## src/rtl/ucmp8_pkg.sv

```systemverilog
// Shared encodings for the ucmp8 compare/interrupt block.
package ucmp8_pkg;

    typedef enum logic [1:0] {
        MODE_OFF      = 2'b00,
        MODE_ONESHOT  = 2'b01,
        MODE_PERIODIC = 2'b10,
        MODE_PWM      = 2'b11
    } mode_e;

    typedef enum logic [1:0] {
        ST_IDLE    = 2'b00,
        ST_ARMED   = 2'b01,
        ST_PENDING = 2'b10,
        ST_DONE    = 2'b11
    } state_e;

    localparam logic [3:0] MISS_MAX = 4'd15;

endpackage

```

## src/rtl/ucmp8_sample.sv

```systemverilog
// Tracks the previous upstream count and flags value changes and 0<->255 wraps.
module ucmp8_sample (
    input  logic       clk,
    input  logic       reset,
    input  logic [7:0] dcount,
    output logic       chg,
    output logic       wrap
);

    logic [7:0] dcount_prev;
    logic       prev_valid;

    always_ff @(posedge clk) begin
        if (reset) begin
            dcount_prev <= 8'h00;
            prev_valid  <= 1'b0;
        end else begin
            dcount_prev <= dcount;
            prev_valid  <= 1'b1;
        end
    end

    assign chg  = prev_valid && (dcount != dcount_prev);
    assign wrap = chg && (((dcount_prev == 8'hFF) && (dcount == 8'h00)) ||
                          ((dcount_prev == 8'h00) && (dcount == 8'hFF)));

endmodule

```

## src/rtl/ucmp8.sv

```systemverilog
// Compare unit for an upstream 8-bit counter: match pulse, sticky irq, miss count, PWM.
//
// state   | meaning
// IDLE    | disabled, compare ignored
// ARMED   | waiting for a compare hit
// PENDING | irq raised, waiting for irq_ack
// DONE    | oneshot consumed, hits ignored until re-armed
module ucmp8
    import ucmp8_pkg::*;
(
    input  logic       clk,
    input  logic       _areset,
    input  logic [7:0] dcount,
    input  logic       overflow,
    input  logic       cfg_wr,
    input  logic [7:0] cfg_cmp,
    input  logic [1:0] cfg_mode,
    input  logic       irq_ack,
    output logic       match,
    output logic       irq,
    output logic       pwm_out,
    output logic [3:0] miss_cnt,
    output logic       ovf_seen,
    output logic [7:0] cmp_q
);

    state_e     state, state_nxt;
    mode_e      mode_q;
    logic [7:0] shadow;
    logic       overflow_q;
    logic       chg, wrap, hit, live, off_wr, arm_wr;
    logic       match_nxt, irq_nxt, pwm_nxt, ovf_nxt;
    logic [3:0] miss_nxt;

    ucmp8_sample u_sample (
        .clk    (clk),
        .reset  (_areset),
        .dcount (dcount),
        .chg    (chg),
        .wrap   (wrap)
    );

    assign live   = (state == ST_ARMED) || (state == ST_PENDING);
    assign off_wr = cfg_wr && (cfg_mode == MODE_OFF);
    assign arm_wr = cfg_wr && (cfg_mode != MODE_OFF);
    assign hit    = chg && (dcount == cmp_q) && live;

    always_ff @(posedge clk) begin
        if (_areset) begin
            state <= ST_IDLE;
        end else begin
            state <= state_nxt;
        end
    end

    always_comb begin
        state_nxt = state;
        if (off_wr) begin
            state_nxt = ST_IDLE;
        end else begin
            case (state)
                ST_IDLE:    if (arm_wr) state_nxt = ST_ARMED;
                ST_ARMED:   if (hit) state_nxt = ST_PENDING;
                ST_PENDING: begin
                    // A coincident hit re-raises the interrupt in the repeating modes.
                    if (irq_ack) begin
                        if (mode_q == MODE_ONESHOT) state_nxt = ST_DONE;
                        else if (!hit)              state_nxt = ST_ARMED;
                    end
                end
                ST_DONE:    if (arm_wr) state_nxt = ST_ARMED;
                default:    state_nxt = ST_IDLE;
            endcase
        end
    end

    always_comb begin
        match_nxt = hit && !off_wr;
        irq_nxt   = (state_nxt == ST_PENDING);
        pwm_nxt   = (mode_q == MODE_PWM) && (state != ST_IDLE) && (dcount < cmp_q);
        miss_nxt  = miss_cnt;
        if (cfg_wr) begin
            miss_nxt = 4'd0;
        end else if ((state == ST_PENDING) && hit && !irq_ack && (miss_cnt != MISS_MAX)) begin
            miss_nxt = miss_cnt + 4'd1;
        end
        ovf_nxt = ovf_seen;
        if (overflow && !overflow_q) begin
            ovf_nxt = 1'b1;
        end else if (cfg_wr) begin
            ovf_nxt = 1'b0;
        end
    end

    always_ff @(posedge clk) begin
        if (_areset) begin
            match      <= 1'b0;
            irq        <= 1'b0;
            pwm_out    <= 1'b0;
            miss_cnt   <= 4'd0;
            ovf_seen   <= 1'b0;
            overflow_q <= 1'b0;
        end else begin
            match      <= match_nxt;
            irq        <= irq_nxt;
            pwm_out    <= pwm_nxt;
            miss_cnt   <= miss_nxt;
            ovf_seen   <= ovf_nxt;
            overflow_q <= overflow;
        end
    end

    // While running, new compare values wait in the shadow until the count wraps.
    always_ff @(posedge clk) begin
        if (_areset) begin
            mode_q <= MODE_OFF;
            cmp_q  <= 8'h00;
            shadow <= 8'h00;
        end else begin
            if (wrap && live) cmp_q <= shadow;
            if (cfg_wr) begin
                mode_q <= mode_e'(cfg_mode);
                if (arm_wr) begin
                    shadow <= cfg_cmp;
                    if (!live) cmp_q <= cfg_cmp;
                end
            end
        end
    end

endmodule
```

## config.mk

```make
export PLATFORM = sky130hd
export DESIGN_NAME = ucmp8
export DESIGN_NICKNAME = d
export VERILOG_FILES = /design/src/rtl/ucmp8_pkg.sv /design/src/rtl/ucmp8_sample.sv /design/src/rtl/ucmp8.sv
export SDC_FILE = /design/constraint.sdc
export NUM_CORES = 1
export LEC_CHECK = 0
export CORE_MARGIN = 8
export CORE_UTILIZATION = 56
export DETAILED_ROUTE_END_ITERATION = 8
export PLACE_DENSITY_LB_ADDON = 0.12
export SKIP_LAST_GASP = 1
export SLEW_MARGIN = 20
export SYNTH_ARGS = -nofsm -noshare
export SYNTH_HDL_FRONTEND = slang
export SYNTH_SLANG_ARGS = --single-unit
```

## constraint.sdc

```tcl
create_clock -name clk -period 4.25 [get_ports clk]
set_clock_uncertainty 0.15 [all_clocks]
set_input_delay 0.425 -clock clk [delete_from_list [all_inputs] [get_ports clk]]
set_output_delay 0.425 -clock clk [all_outputs]
set_load 0.02 [all_outputs]
```

==> flow_metrics.env, run 1 <==
export IMPL_swShare_pct=29.48
export IMPL_vias_per_cell=5.905
export IMPL_fmax_ghz=0.3946
export IMPL_synthArstFlopShare_pct=0
export IMPL_core_area_mm2=0.003606
export IMPL_rr_endpoint="state[0]"
export IMPL_drtIter0Drc=115
export IMPL_final_cell_mix="dfxtp_1, clkdlybuf4s50_1, nand2_1"
export IMPL_n_antenna_cell=0
export IMPL_sequentialPowerShare_pct=46.9
export IMPL_path_max_fanout=15
export IMPL_path_clk_slew_ps=70
export IMPL_hold_path_startpoint="shadow[0]"
export IMPL_drtAntennaViolNets=0
export IMPL_switchingPower_w=0.0002494
export IMPL_cellLeakagePower_nw=0.9044
export IMPL_clkSinkCount=38
export IMPL_crit_arrival_ps=2590
export IMPL_portBuffers=38
export IMPL_start_util_pct=57.04
export IMPL_critPathRequiredTime_ps=4310
export IMPL_netlist_cell_type_count=38
export IMPL_synth_edff_count=0
export IMPL_ys_ff_latch=38
export IMPL_synth_ff_type="dfxtp_1"
export IMPL_hold_violations=0
export IMPL_slowest_delay_ps=620
export IMPL_r2r_cells=5
export IMPL_syn_area_mm2=0.002057
export IMPL_status="complete, no violations"
export IMPL_cts_resized=0
export IMPL_routed_wl_um=5197
export IMPL_grt_max_degree=20
export IMPL_slew_viol_final=0
export IMPL_pwr_share_clk_pct=30.5
export IMPL_fp_dieW_um=76.61
export IMPL_path_class="primary input to register"
export IMPL_remaining_drc_errors=0
export IMPL_num_vias=1919
export IMPL_wl_per_cell_um=15.99
export IMPL_finalNetCount=311
export IMPL_maxSlewHeadroom_pct=52.66
export IMPL_min_delay_path_class="register to register"
export IMPL_gp_congestion=0.8977
export IMPL_finalCriticalPeriod_ps=2534
export IMPL_area_growth_pct=23.48
export IMPL_crit_path_cell_trace="clkdlybuf4s50_1 > nor2b_1 > a2111oi_1 > and4_1 > o31ai_1 > a311oi_1"
export IMPL_drt_first_pass_iters=4
export IMPL_grt_overflow_total=0
export IMPL_yosysWarnings=0
export IMPL_netlist_instances=241
export IMPL_p_int_w=0.0005967
export IMPL_dpl_hpwl_um=3871
export IMPL_cts_htree_levels=2
export IMPL_hold_buffers=0
export IMPL_cts_setup_buffers=0
export IMPL_grt_pass1_vias=1889
export IMPL_syn_avg_cell_area_um2=8.535
export IMPL_rr_startpoint="state[1]"
export IMPL_antenna_found_initial=0
export IMPL_peakVddDrop_mv=0.1757
export IMPL_combPwrFrac_pct=22.6
export IMPL_fp_dieH_um=76.61
export IMPL_yosysSeqAreaShare_pct=36.98
export IMPL_cts_tree="built"
export IMPL_fillCellCount=290
export IMPL_rrSetupSlack_ps=1970
export IMPL_timing_final_crit_share_pct=59.63
export IMPL_power_density_mw_per_mm2=333.1
export IMPL_io_pins=39
export IMPL_rsz0062_at_grt="no"
export IMPL_finalSetupTns_ps=0
export IMPL_cts_inserted_buffers=5
export IMPL_hold_ws_ps=310.1
export IMPL_row_count=22
export IMPL_worst_skew_pair_late_latency_ps=300
export IMPL_syn_nets=276
export IMPL_critPathLaunchType="primary input"
export IMPL_dieArea_mm2=0.005868
export IMPL_cp_end_kind="register"
export IMPL_cts_buffer_depth=2
export IMPL_drive_gt1_share_pct=4.693
export IMPL_cpMaxStageDelayCell="and4_1"
export IMPL_maxCapViolCount=0
export IMPL_grtUsageTotal_pct=17.99
export IMPL_holdPathStages=2
export IMPL_grt_pass1_wl_um=8735
export IMPL_cts_root_buffer="clkbuf_8"
export IMPL_setup_violations=0
export IMPL_worst_pin_slew_ps=705.4
export IMPL_min_to="shadow[0]"
==> cells by family (layout without fill, tap and decap cells) <==
| kind of cell | Yosys count | count (layout) | synth area share (%) |
|---|---|---|---|
| adders and majority gates | 12 | 12 | 7.299 |
| buffers and inverters | 26 | 62 | 5.474 |
| and+or+nand+nor | 104 | 104 | 28.53 |
| muxes | 5 | 5 | 2.433 |
| DFF | 38 | 38 | 36.98 |
| AOI/OAI and AO/OA | 56 | 56 | 19.28 |
==> power by group through the flow <==
stage	Sequential (W)	Clock (W)	Combinational, W
6_report	0.000396	0.000258	0.000191
5_1_grt	0.000399	0.000272	0.000213
4_1_cts	0.000396	0.000258	0.000191
3_5_place_dp	0.000404	0	0.000190
3_3_place_gp	0.000404	0	0.000186
2_1_floorplan	0.000411	0	0.000107
==> cell usage after synthesis (all sizes together) (3+ instances only) <==
master,instances,area [um2]
dfxtp,38,760.7
nor4bb,8,80.08
nor2,19,71.32
nor2b,18,112.6
nand2b,8,50.05
and4,3,26.28
inv,15,56.30
mux2i,5,50.05
ha,12,150.1
a41oi,5,43.79
clkbuf,6,22.52
o31ai,10,75.07
nand4,10,62.56
nand2,24,90.09
buf,5,33.78
o21ai,7,35.03
a211oi,5,37.54
a311oi,5,50.04
a21oi,15,75.07
==> state kept, by name (all words and copies together), names as in the netlist <==
signal	cells
u_sample.dcount_prev	8
match	1
u_sample.prev_valid	1
irq	1
ovf_seen	1
state	2
pwm_out	1
shadow	8
overflow_q	1
mode_q	2
miss_cnt	4
cmp_q	8
==> how the worst max path moves through the flow <==
stage               from        to  slack [ps]  cells after the start
2_1_floorplan   cmp_q[5]  state[0]        2080                      6
3_3_place_gp   dcount[5]  state[0]        1510                      6
3_5_place_dp   dcount[2]  cmp_q[4]        1440                      6
4_1_cts        dcount[2]  cmp_q[4]        1730                      6
5_1_grt        dcount[2]  cmp_q[4]        1500                      6
6_report       dcount[2]  cmp_q[4]        1720                      6
==> metrics by stage <==
stage	total power, W	area (um2)	cells	util [%]	setup slack (ps)
after detailed placement	0.0005934	2449	317	67.90	1442
after floorplan	0.0005181	2057	241	-	2077
after global routing	0.0008840	2540	325	70.44	1502
after CTS	0.0008450	2540	325	70.44	1732
final	0.0008461	2540	325	70.44	1716
after global placement	0.0005905	2449	317	67.90	1514
==> critical path: cells and delay by family <==
kind | cells | cell delay (ps)
buffers and inverters | 1 | 500
AOI/OAI and AO/OA | 3 | 860
and+or+nand+nor | 2 | 800
==> per-layer routing <==
metal	GRT usage [%]	share of wire, %	up-vias
li1	-	-	955
met1	20.94	45	893
met2	30.25	48	60
met3	4.009	5.1	11
met4	8.846	2.4	0
met5	0	0	-
==> area by class of cell <==
cell class                 instances  area, um2  share of cell area, %
clock inverter                     1      5.005                 0.1970
clock buffer                       7      86.33                  3.399
multi-input combinational        177       1184                  46.60
tap                               48      60.06                  2.365
timing repair buffer              39      387.9                  15.27
sequential                        38      760.7                  29.95
inverter                          15      56.30                  2.217
Power figures use the tool's default switching activity.
==> inputs of run 2 (changes only) <==
--- a/config.mk
+++ b/config.mk
@@ -6,7 +6,7 @@
 export NUM_CORES = 1
 export LEC_CHECK = 0
 export CORE_MARGIN = 8
-export CORE_UTILIZATION = 56
+export CORE_UTILIZATION = 47
 export DETAILED_ROUTE_END_ITERATION = 8
 export PLACE_DENSITY_LB_ADDON = 0.12
 export SKIP_LAST_GASP = 1
==> constraint.sdc (replaced) <==
create_clock -name clk -period 2.05 [get_ports clk]
set_clock_uncertainty 0.15 [all_clocks]
set_input_delay 0.205 -clock clk [delete_from_list [all_inputs] [get_ports clk]]
set_output_delay 0.205 -clock clk [all_outputs]
set_load 0.02 [all_outputs]
==> run 2 against run 1 <==
Non-clock buffer count rose by 33. Register-to-register slack got worse by 1900 ps. Largest power group unchanged. Worst setup slack got worse by 1700 ps. Sequential cell count did not move. Global-route usage fell by 0.69 points. Utilization fell by 2.6 points. Routed wire length rose by 12%. Sequential power rose by 110%. Largest cell class unchanged. Via count rose by 8.1%. Hold slack got worse by 130 ps.
==> flow_metrics.env, run 2 (synthesized netlist as in run 1, its figures left out) <==
export IMPL_finalNetCount=344
export IMPL_dieArea_mm2=0.006749
export IMPL_timing_final_crit_share_pct=97.69
export IMPL_slew_viol_final=0
export IMPL_rsz0062_at_grt="yes"
export IMPL_maxCapViolCount=0
export IMPL_fmax_ghz=0.4993
export IMPL_start_util_pct=47.90
export IMPL_cts_tree="built"
export IMPL_fp_dieW_um=82.16
export IMPL_slowest_delay_ps=490
export IMPL_cts_htree_levels=2
export IMPL_power_density_mw_per_mm2=637.6
export IMPL_finalCriticalPeriod_ps=2003
export IMPL_crit_path_cell_trace="inv_1 > ha_4 > nand4_1 > or2_4 > or4_4 > a311oi_2"
export IMPL_largestRegisters="cmp_q (8), shadow (8), u_sample.dcount_prev (8)"
export IMPL_core_area_mm2=0.004294
export IMPL_cts_root_buffer="clkbuf_8"
export IMPL_grtUsageTotal_pct=17.30
export IMPL_hold_violations=0
export IMPL_wl_per_cell_um=16.04
export IMPL_cp_end_kind="register"
export IMPL_grt_pass1_vias=2003
export IMPL_drtAntennaViolNets=0
export IMPL_final_common_cell="buf_4"
export IMPL_gp_congestion=0.9203
export IMPL_critPathLaunchType="register"
export IMPL_area_growth_pct=41.54
export IMPL_drtIter0Drc=78
export IMPL_path_class="register to register"
export IMPL_fp_dieH_um=82.16
export IMPL_cts_inserted_buffers=5
export IMPL_num_vias=2074
export IMPL_power_w=0.001856
export IMPL_final_cell_mix="buf_4, clkdlybuf4s50_1, nand2_1"
export IMPL_n_antenna_cell=0
export IMPL_crit_arrival_ps=2070
export IMPL_crit_family="simple AND/OR/NAND/NOR gates"
export IMPL_dpl_hpwl_um=4081
export IMPL_critPathRequiredTime_ps=2110
export IMPL_row_count=24
export IMPL_hold_ws_ps=184.2
export IMPL_min_delay_path_class="primary input to register"
export IMPL_cpMaxStageDelayCell="or4_4"
export IMPL_status="complete, no violations"
export IMPL_timing_final_ws_setup_ps=47.29
export IMPL_final_cells=362
export IMPL_dp_cells=350
export IMPL_worst_skew_pair_late_latency_ps=300
export IMPL_vias_per_cell=5.729
export IMPL_io_pins=39
export IMPL_grt_overflow_total=0
export IMPL_antenna_found_initial=0
export IMPL_critPathBufInv=1
export IMPL_grt_pass1_wl_um=9080
export IMPL_maxSlewHeadroom_pct=71.26
export IMPL_portBuffers=38
export IMPL_finalSetupTns_ps=0
export IMPL_cellLeakagePower_nw=1.098
export IMPL_remaining_drc_errors=0
export IMPL_clkSinkCount=38
export IMPL_routed_wl_um=5806
export IMPL_drive_gt1_share_pct=24.19
export IMPL_setup_violations=0
export IMPL_peakVddDrop_mv=0.3904
export IMPL_dpl_worst_slack_ps=-393.9
export IMPL_hold_buffers=0
export IMPL_worst_pin_slew_ps=431.1
export IMPL_path_clk_slew_ps=80
export IMPL_drt_first_pass_iters=4
export IMPL_path_max_fanout=4
export IMPL_grt_max_degree=20
export IMPL_cts_buffer_depth=2
## run 2: cell count changes in the layout (fill, tap and decap cells not counted), sizes merged
| cell | before | now |
|---|---|---|
| dlygate4sd2 | 0 | 8 |
| clkbuf | 7 | 6 |
| clkinvlp | 0 | 1 |
| clkdlybuf4s50 | 38 | 30 |
| buf | 1 | 34 |
## run 2: where the power goes
group	leakage [nW]	internal [W]	switching (W)
clock network	0.0472	0.000270	0.000275
registers	0.318	0.000790	0.0000347
logic	0.733	0.000240	0.000246
## run 2: repair_timing
item,4_1_cts,5_1_grt
endpoints found under the setup margin,15,15
buffers inserted,1,3
gates resized for setup,9,25
endpoints found under the hold margin,0,0
pin swaps,3,9
## run 2: final timing paths
| kind | start | endpoint | slack (ps) | cells after the start |
|---|---|---|---|---|
| max | cmp_q[2] | irq | 50 | 6 |
| min | dcount[0] | u_sample.dcount_prev[0] | 180 | 3 |
| max reg2reg | cmp_q[2] | irq | 50 | 6 |
| min reg2reg | shadow[7] | shadow[7] | 310 | 2 |
## run 2: worst register-to-register path: cells and delay by family, from the launching register on
kind,cells,cell delay [ps]
flops,1,330
fa+ha+maj,1,270
simple gates,3,910
buf+inv,1,60
compound gates,1,190
## run 2: layer usage
metal,GRT usage [%],vias to the layer above,routed length [um]
li1,-,1017,-
met4,7.719,0,144
met1,20.82,976,2597
met3,4.221,18,370
met5,0,-,0
met2,28.57,63,2693
## run 2: final cells by class
type	count	area [um2]
fill	365	1383
multi-input combinational	177	1274
sequential	38	779.5
timing repair buffer	72	641.9
clock buffer	6	82.58
tap	52	65.06
inverter	15	56.30
clock inverter	2	12.51
## run 2: metrics by stage
stage / util (%) / area (um2)
3_3_place_gp: 62.76 / 2695
5_1_grt: 67.80 / 2912
6_report: 67.80 / 2912
3_5_place_dp: 62.76 / 2695
4_1_cts: 65.04 / 2793
2_1_floorplan: - / 2068
